**src/rtl/pattern_tx_pkg.sv**
```systemverilog
// pattern_tx_pkg: state encoding for the serial pattern transmitter and the
// found/notfound levels shared with the serial sequence detectors it feeds.
package pattern_tx_pkg;

  typedef enum logic [1:0] {
    IDLE  = 2'd0,
    SHIFT = 2'd1,
    GAP   = 2'd2,
    DONE  = 2'd3
  } state_t;

  localparam logic FOUND    = 1'b1;
  localparam logic NOTFOUND = 1'b0;

  // Counter width for a count range of n values; never narrower than 1 bit.
  function automatic int cnt_width(input int n);
    return (n > 1) ? $clog2(n) : 1;
  endfunction

endpackage

```
**src/rtl/pattern_tx_piso_shreg.sv**
```systemverilog
// piso_shreg: WIDTH-bit parallel-in/serial-out shift register. Load wins over
// shift; the MSB is the serial output and zeros enter at the LSB.
module piso_shreg #(
  parameter int WIDTH = 4
) (
  input  logic             clk,
  input  logic             reset,
  input  logic             load,
  input  logic             shift,
  input  logic [WIDTH-1:0] din,
  output logic             sout
);

  logic [WIDTH-1:0] sr;

  // Parallel load or shift-left by one; cleared by the asynchronous reset.
  always_ff @(posedge clk or negedge reset) begin
    if (!reset) begin
      sr <= '0;
    end else if (load) begin
      sr <= din;
    end else if (shift) begin
      sr <= {sr[WIDTH-2:0], 1'b0};
    end
  end

  assign sout = sr[WIDTH-1];

endmodule

```
**src/rtl/pattern_tx.sv**
```systemverilog
// pattern_tx: serial pattern transmitter. Captures pat/reps on an accepted
// start and sends the pattern MSB-first, one bit per clock, reps times.
// Optional feature macro: PATTERN_TX_GAP_EN inserts GAP_LEN idle cycles
// between repetitions (GAP state and gap counter exist only when defined).
//
// Handshake: start is a level request sampled only while the FSM is in IDLE;
// the rising edge that sees start=1 in IDLE accepts it and captures pat/reps.
// start in any other state is ignored. valid marks cycles where y is a
// pattern bit; done is a one-cycle pulse; busy covers SHIFT, GAP and DONE.
module pattern_tx
  import pattern_tx_pkg::*;
#(
  parameter int WIDTH   = 4,
  parameter int CNT_W   = 4,
  parameter int GAP_LEN = 2
) (
  input  logic             clk,
  input  logic             reset,
  input  logic             start,
  input  logic [WIDTH-1:0] pat,
  input  logic [CNT_W-1:0] reps,
  output logic             y,
  output logic             valid,
  output logic             busy,
  output logic             done,
  output state_t           dbg_state
);

  localparam int BIT_W = cnt_width(WIDTH);

  state_t           state_q, state_d;
  logic [WIDTH-1:0] pat_q;
  logic [CNT_W-1:0] rep_cnt;
  logic [BIT_W-1:0] bit_cnt;
  logic             sr_load, sr_shift, sr_msb;
  logic             cnt_reload, cnt_dec, rep_capture, rep_dec;
  logic [WIDTH-1:0] sr_din;

`ifdef PATTERN_TX_GAP_EN
  localparam int GAP_W = cnt_width(GAP_LEN);
  logic [GAP_W-1:0] gap_cnt;
  logic             gap_reload, gap_dec;
`else
  logic unused_gap_len;
  assign unused_gap_len = (GAP_LEN != 0);
`endif

  // State register.
  always_ff @(posedge clk or negedge reset) begin
    if (!reset) state_q <= IDLE;
    else        state_q <= state_d;
  end

  // Next-state logic and datapath controls.
  always_comb begin
    state_d     = state_q;
    sr_load     = 1'b0;
    sr_shift    = 1'b0;
    cnt_reload  = 1'b0;
    cnt_dec     = 1'b0;
    rep_capture = 1'b0;
    rep_dec     = 1'b0;
`ifdef PATTERN_TX_GAP_EN
    gap_reload  = 1'b0;
    gap_dec     = 1'b0;
`endif
    case (state_q)
      IDLE: begin
        if (start) begin
          rep_capture = 1'b1;
          if (reps != '0) begin
            state_d    = SHIFT;
            sr_load    = 1'b1;
            cnt_reload = 1'b1;
          end else begin
            state_d = DONE;
          end
        end
      end
      SHIFT: begin
        if (bit_cnt == '0) begin
          rep_dec = 1'b1;
          if (rep_cnt == CNT_W'(1)) begin
            state_d = DONE;
          end else begin
`ifdef PATTERN_TX_GAP_EN
            state_d    = GAP;
            gap_reload = 1'b1;
`else
            sr_load    = 1'b1;
            cnt_reload = 1'b1;
`endif
          end
        end else begin
          sr_shift = 1'b1;
          cnt_dec  = 1'b1;
        end
      end
`ifdef PATTERN_TX_GAP_EN
      GAP: begin
        if (gap_cnt == '0) begin
          state_d    = SHIFT;
          sr_load    = 1'b1;
          cnt_reload = 1'b1;
        end else begin
          gap_dec = 1'b1;
        end
      end
`endif
      DONE:    state_d = IDLE;
      default: state_d = IDLE;
    endcase
  end

  // Captured pattern, remaining-repetition count and bit counter.
  always_ff @(posedge clk or negedge reset) begin
    if (!reset) begin
      pat_q   <= '0;
      rep_cnt <= '0;
      bit_cnt <= '0;
    end else begin
      if (rep_capture) begin
        pat_q   <= pat;
        rep_cnt <= reps;
      end else if (rep_dec) begin
        rep_cnt <= rep_cnt - CNT_W'(1);
      end
      if (cnt_reload)   bit_cnt <= BIT_W'(WIDTH - 1);
      else if (cnt_dec) bit_cnt <= bit_cnt - BIT_W'(1);
    end
  end

`ifdef PATTERN_TX_GAP_EN
  // Idle-cycle counter between repetitions.
  always_ff @(posedge clk or negedge reset) begin
    if (!reset)          gap_cnt <= '0;
    else if (gap_reload) gap_cnt <= GAP_W'(GAP_LEN - 1);
    else if (gap_dec)    gap_cnt <= gap_cnt - GAP_W'(1);
  end
`endif

  // The first load takes the live input; reloads use the captured copy.
  assign sr_din = (state_q == IDLE) ? pat : pat_q;

  piso_shreg #(.WIDTH(WIDTH)) u_shreg (
    .clk   (clk),
    .reset (reset),
    .load  (sr_load),
    .shift (sr_shift),
    .din   (sr_din),
    .sout  (sr_msb)
  );

  // Outputs decoded from registered state only.
  assign valid     = (state_q == SHIFT);
  assign y         = valid & sr_msb;
  assign busy      = (state_q != IDLE);
  assign done      = (state_q == DONE);
  assign dbg_state = state_q;

endmodule

```
**config.mk**
```make
export PLATFORM = sky130hd
export DESIGN_NAME = pattern_tx
export DESIGN_NICKNAME = d
export VERILOG_FILES = /design/src/rtl/pattern_tx_pkg.sv /design/src/rtl/pattern_tx_piso_shreg.sv /design/src/rtl/pattern_tx.sv
export SDC_FILE = /design/constraint.sdc
export NUM_CORES = 1
export LEC_CHECK = 0
export BUFFER_PORTS_ARGS = -buffer_cell sky130_fd_sc_hd__buf_2
export CORE_MARGIN = 1
export CORE_UTILIZATION = 30
export CTS_BUF_LIST = sky130_fd_sc_hd__clkbuf_8
export DETAILED_ROUTE_END_ITERATION = 6
export PLACE_DENSITY = 0.5
export REMOVE_ABC_BUFFERS = 1
export SKIP_CTS_REPAIR_TIMING = 1
export SLEW_MARGIN = 20
export SYNTH_ARGS = -nofsm -noshare
export SYNTH_HDL_FRONTEND = slang
export SYNTH_SLANG_ARGS = --single-unit
```
**constraint.sdc**
```tcl
create_clock -name clk -period 3.9 [get_ports clk]
set_clock_uncertainty 0.05 [all_clocks]
set_input_delay 0.195 -clock clk [delete_from_list [all_inputs] [get_ports clk]]
set_output_delay 0.195 -clock clk [all_outputs]
set_load 0.02 [all_outputs]
```
==> flow_metrics.py <==
metrics = {
    "yosys": {
        "synth-adder-area-share_pct": 4.26,
        "synthMuxAreaShare_pct": 13.8,
        "synth.distinct_cells": 31,
        "syn_area_um2": 881,
        "ys_seq_elements": 16,
        "yosys.area.top_type_share_pct": 45.5,
        "synth_top_family_by_area": "simple AND/OR/NAND/NOR gates",
        "synth_warnings": 0,
        "yosysSeqAreaShare_pct": 45.5,
        "synth_area_leaders": "dfrtp_1, mux2i_1, nand2_1",
        "synthSimpleGateAreaFrac_pct": 20.2,
        "synth_top_cell_by_area": "dfrtp_1",
        "synth_xor_area_share_pct": 0.994,
        "avgSynthCellArea_um2": 10.5,
        "synth_compound_area_share_pct": 9.23,
        "syn_inst": 84,
    },
    "cts": {
        "cts.sinks": 16,
        "htreeDepth": 1,
        "path_clk_slew_ns": 0.07,
        "cts_buffers": 3,
        "clock-root-buffer": "clkbuf_8",
        "clkLatencyLatePin_ns": 0.25,
        "cts_max_path_buffers": 2,
        "cts_tree": "built",
    },
    "detailed_routing": {
        "wire_per_inst_um": 13.2,
        "drc": 0,
        "via_count": 643,
        "drt-initial-drc-count": 11,
        "drt-pass1-iter-count": 4,
        "wl_um": 1740,
        "via_per_inst": 4.87,
        "ant_nets": 0,
    },
    "critical_path": {
        "critPathMaxFanout": 11,
        "cp.arrival_ns": 1.84,
        "critical_path_required_ns": 3.99,
        "worstSetupEndpointType": "flop",
        "critPathKind": "flop to flop",
        "critical_path.startpoint_type": "flop",
    },
    "timing": {
        "setup_violations": 0,
        "period_needed_ns": 1.75,
        "timing.hold.ws_ns": 0.104,
        "rsz0062_at_grt": "no",
        "tns_ns": 0,
        "final_max_slew_viol_count": 0,
        "max_slew.worst_pin.slew_ns": 0.589,
        "hold_viol": 0,
        "max_freq_mhz": 572,
        "finalCritPeriodShare_pct": 44.8,
        "slew-limit-headroom_pct": 60.6,
    },
    "floorplanning": {
        "start_util_pct": 31.9,
        "core_um2": 2760,
        "dieWidth_um": 56.2,
        "pin_count": 17,
        "placementRows": 19,
        "die_area_um2": 3160,
        "die_h_um": 56.2,
    },
    "layout": {
        "synthToLayoutAreaGrowth_pct": 17.3,
        "num_antenna_cells": 0,
        "nNetsFinal": 116,
        "mostFrequentLayoutCells": "dfrtp_1, buf_2, nand2_1, mux2i_1, inv_1",
        "drive_gt1_share_pct": 25.7,
    },
    "pwr": {
        "power_density_nw_per_um2": 820,
        "leakage_nw": 0.507,
        "max-vdd-ir-drop_v": 0.000339,
    },
    "global_route": {
        "grt_pass1_vias": 685,
        "antenna_found_initial": 0,
        "grt_pass1_wl_um": 3230,
        "grt_max_degree": 17,
        "grt-ovfl-total": 0,
        "track_usage_pct": 13.4,
    },
    "place": {
        "hpwl_um": 1260,
        "portBuffers": 16,
        "place_congestion": 0.782,
    },
    "run_status": {
        "status": "complete, no violations",
    },
    "run": {
        "cap_violations": 0,
    },
    "worst_hold_path": {
        "hp-class": "input port to flop",
    },
}
flip-flops by register name, summed over array words and instances, names as in the netlist:
name        flops
u_shreg.sr      4
dbg_state       2
bit_cnt         2
pat_q           4
rep_cnt         4
Yosys cell counts (all sizes together):
library cell   n
nor2           3
a22o           1
a31oi          1
xnor2          1
clkbuf         1
nor4           1
nand3          1
or3b           2
nand3b         1
and3b          1
mux2i         11
buf            3
inv            6
nand2         14
or3            1
and2           2
mux2           1
a221o          2
o21ai          1
nor3           1
ha             3
a211o          1
nand2b         1
o211ai         1
o22ai          3
nor3b          4
dfrtp         16
per-layer routing:
layer | track usage, % | up-vias | share of wire (%)
met4 | 3.14 | 0 | 0.75
met5 | 0 | - | 0
li1 | - | 326 | -
met1 | 18.3 | 297 | 49
met2 | 19.9 | 18 | 45
met3 | 5.12 | 2 | 4.8
path summary, 6_finish.rpt:
kind,to,slack (ns),startpoint,cells past startpoint
worst min-delay path,pat_q[1]$_DFFE_PN0P_,0.10,pat[1],3
worst max-delay path,rep_cnt[3]$_DFFE_PN0P_,2.15,dbg_state[1]$_DFFE_PN0P_,3
max in group asynchronous,pat_q[2]$_DFFE_PN0P_,3.20,reset,2
worst max register to register,rep_cnt[3]$_DFFE_PN0P_,2.15,dbg_state[1]$_DFFE_PN0P_,3
worst min register to register,pat_q[3]$_DFFE_PN0P_,0.42,pat_q[3]$_DFFE_PN0P_,2
min in group asynchronous,u_shreg.sr[0]$_DFFE_PN0P_,0.33,reset,2
worst max-delay path: stages (launching register included):
cell	delay (ns)
dfrtp_1	0.50
or3b_4	0.52
mux2_2	0.28
a221o_1	0.29
per-stage QoR:
step	instance area (um^2)	total power, W	utilization (%)	cells	setup WS, ns
finish	1030	0.000847	37.5	132	2.15
global route	1030	0.000931	37.5	132	1.99
CTS	1020	0.000859	37.1	131	2.13
detailed placement	968	0.000705	35.1	127	2.14
global placement	968	0.000703	35.1	127	2.16
floorplan	850	0.000606	-	80	2.19
kinds of logic (layout without fill, tap and decap cells):
logic type	count (synthesis)	in the layout
DFF	16	16
buffers and inverters	10	27
adders and majority gates	3	3
AOI/OAI and AO/OA	10	10
muxes	12	12
and+or+nand+nor	32	32
xor gates and xnor gates	1	1
power by group:
| part | internal (W) | switching, W | total (W) |
|---|---|---|---|
| registers | 0.000243 | 0.0000536 | 0.000297 |
| clock network | 0.0000896 | 0.0000607 | 0.000150 |
| logic | 0.000188 | 0.000212 | 0.000400 |
| total | 0.000521 | 0.000326 | 0.000847 |
layout make-up:
class                   count  area [um^2]
fillers                   284         1720
clock buffers               4         55.1
multi-input cells          58          427
well taps                  31         38.8
inverters                   6         22.5
flip-flops and latches     16          400
repair buffers             17         90.1
Power figures use the tool's default switching activity.
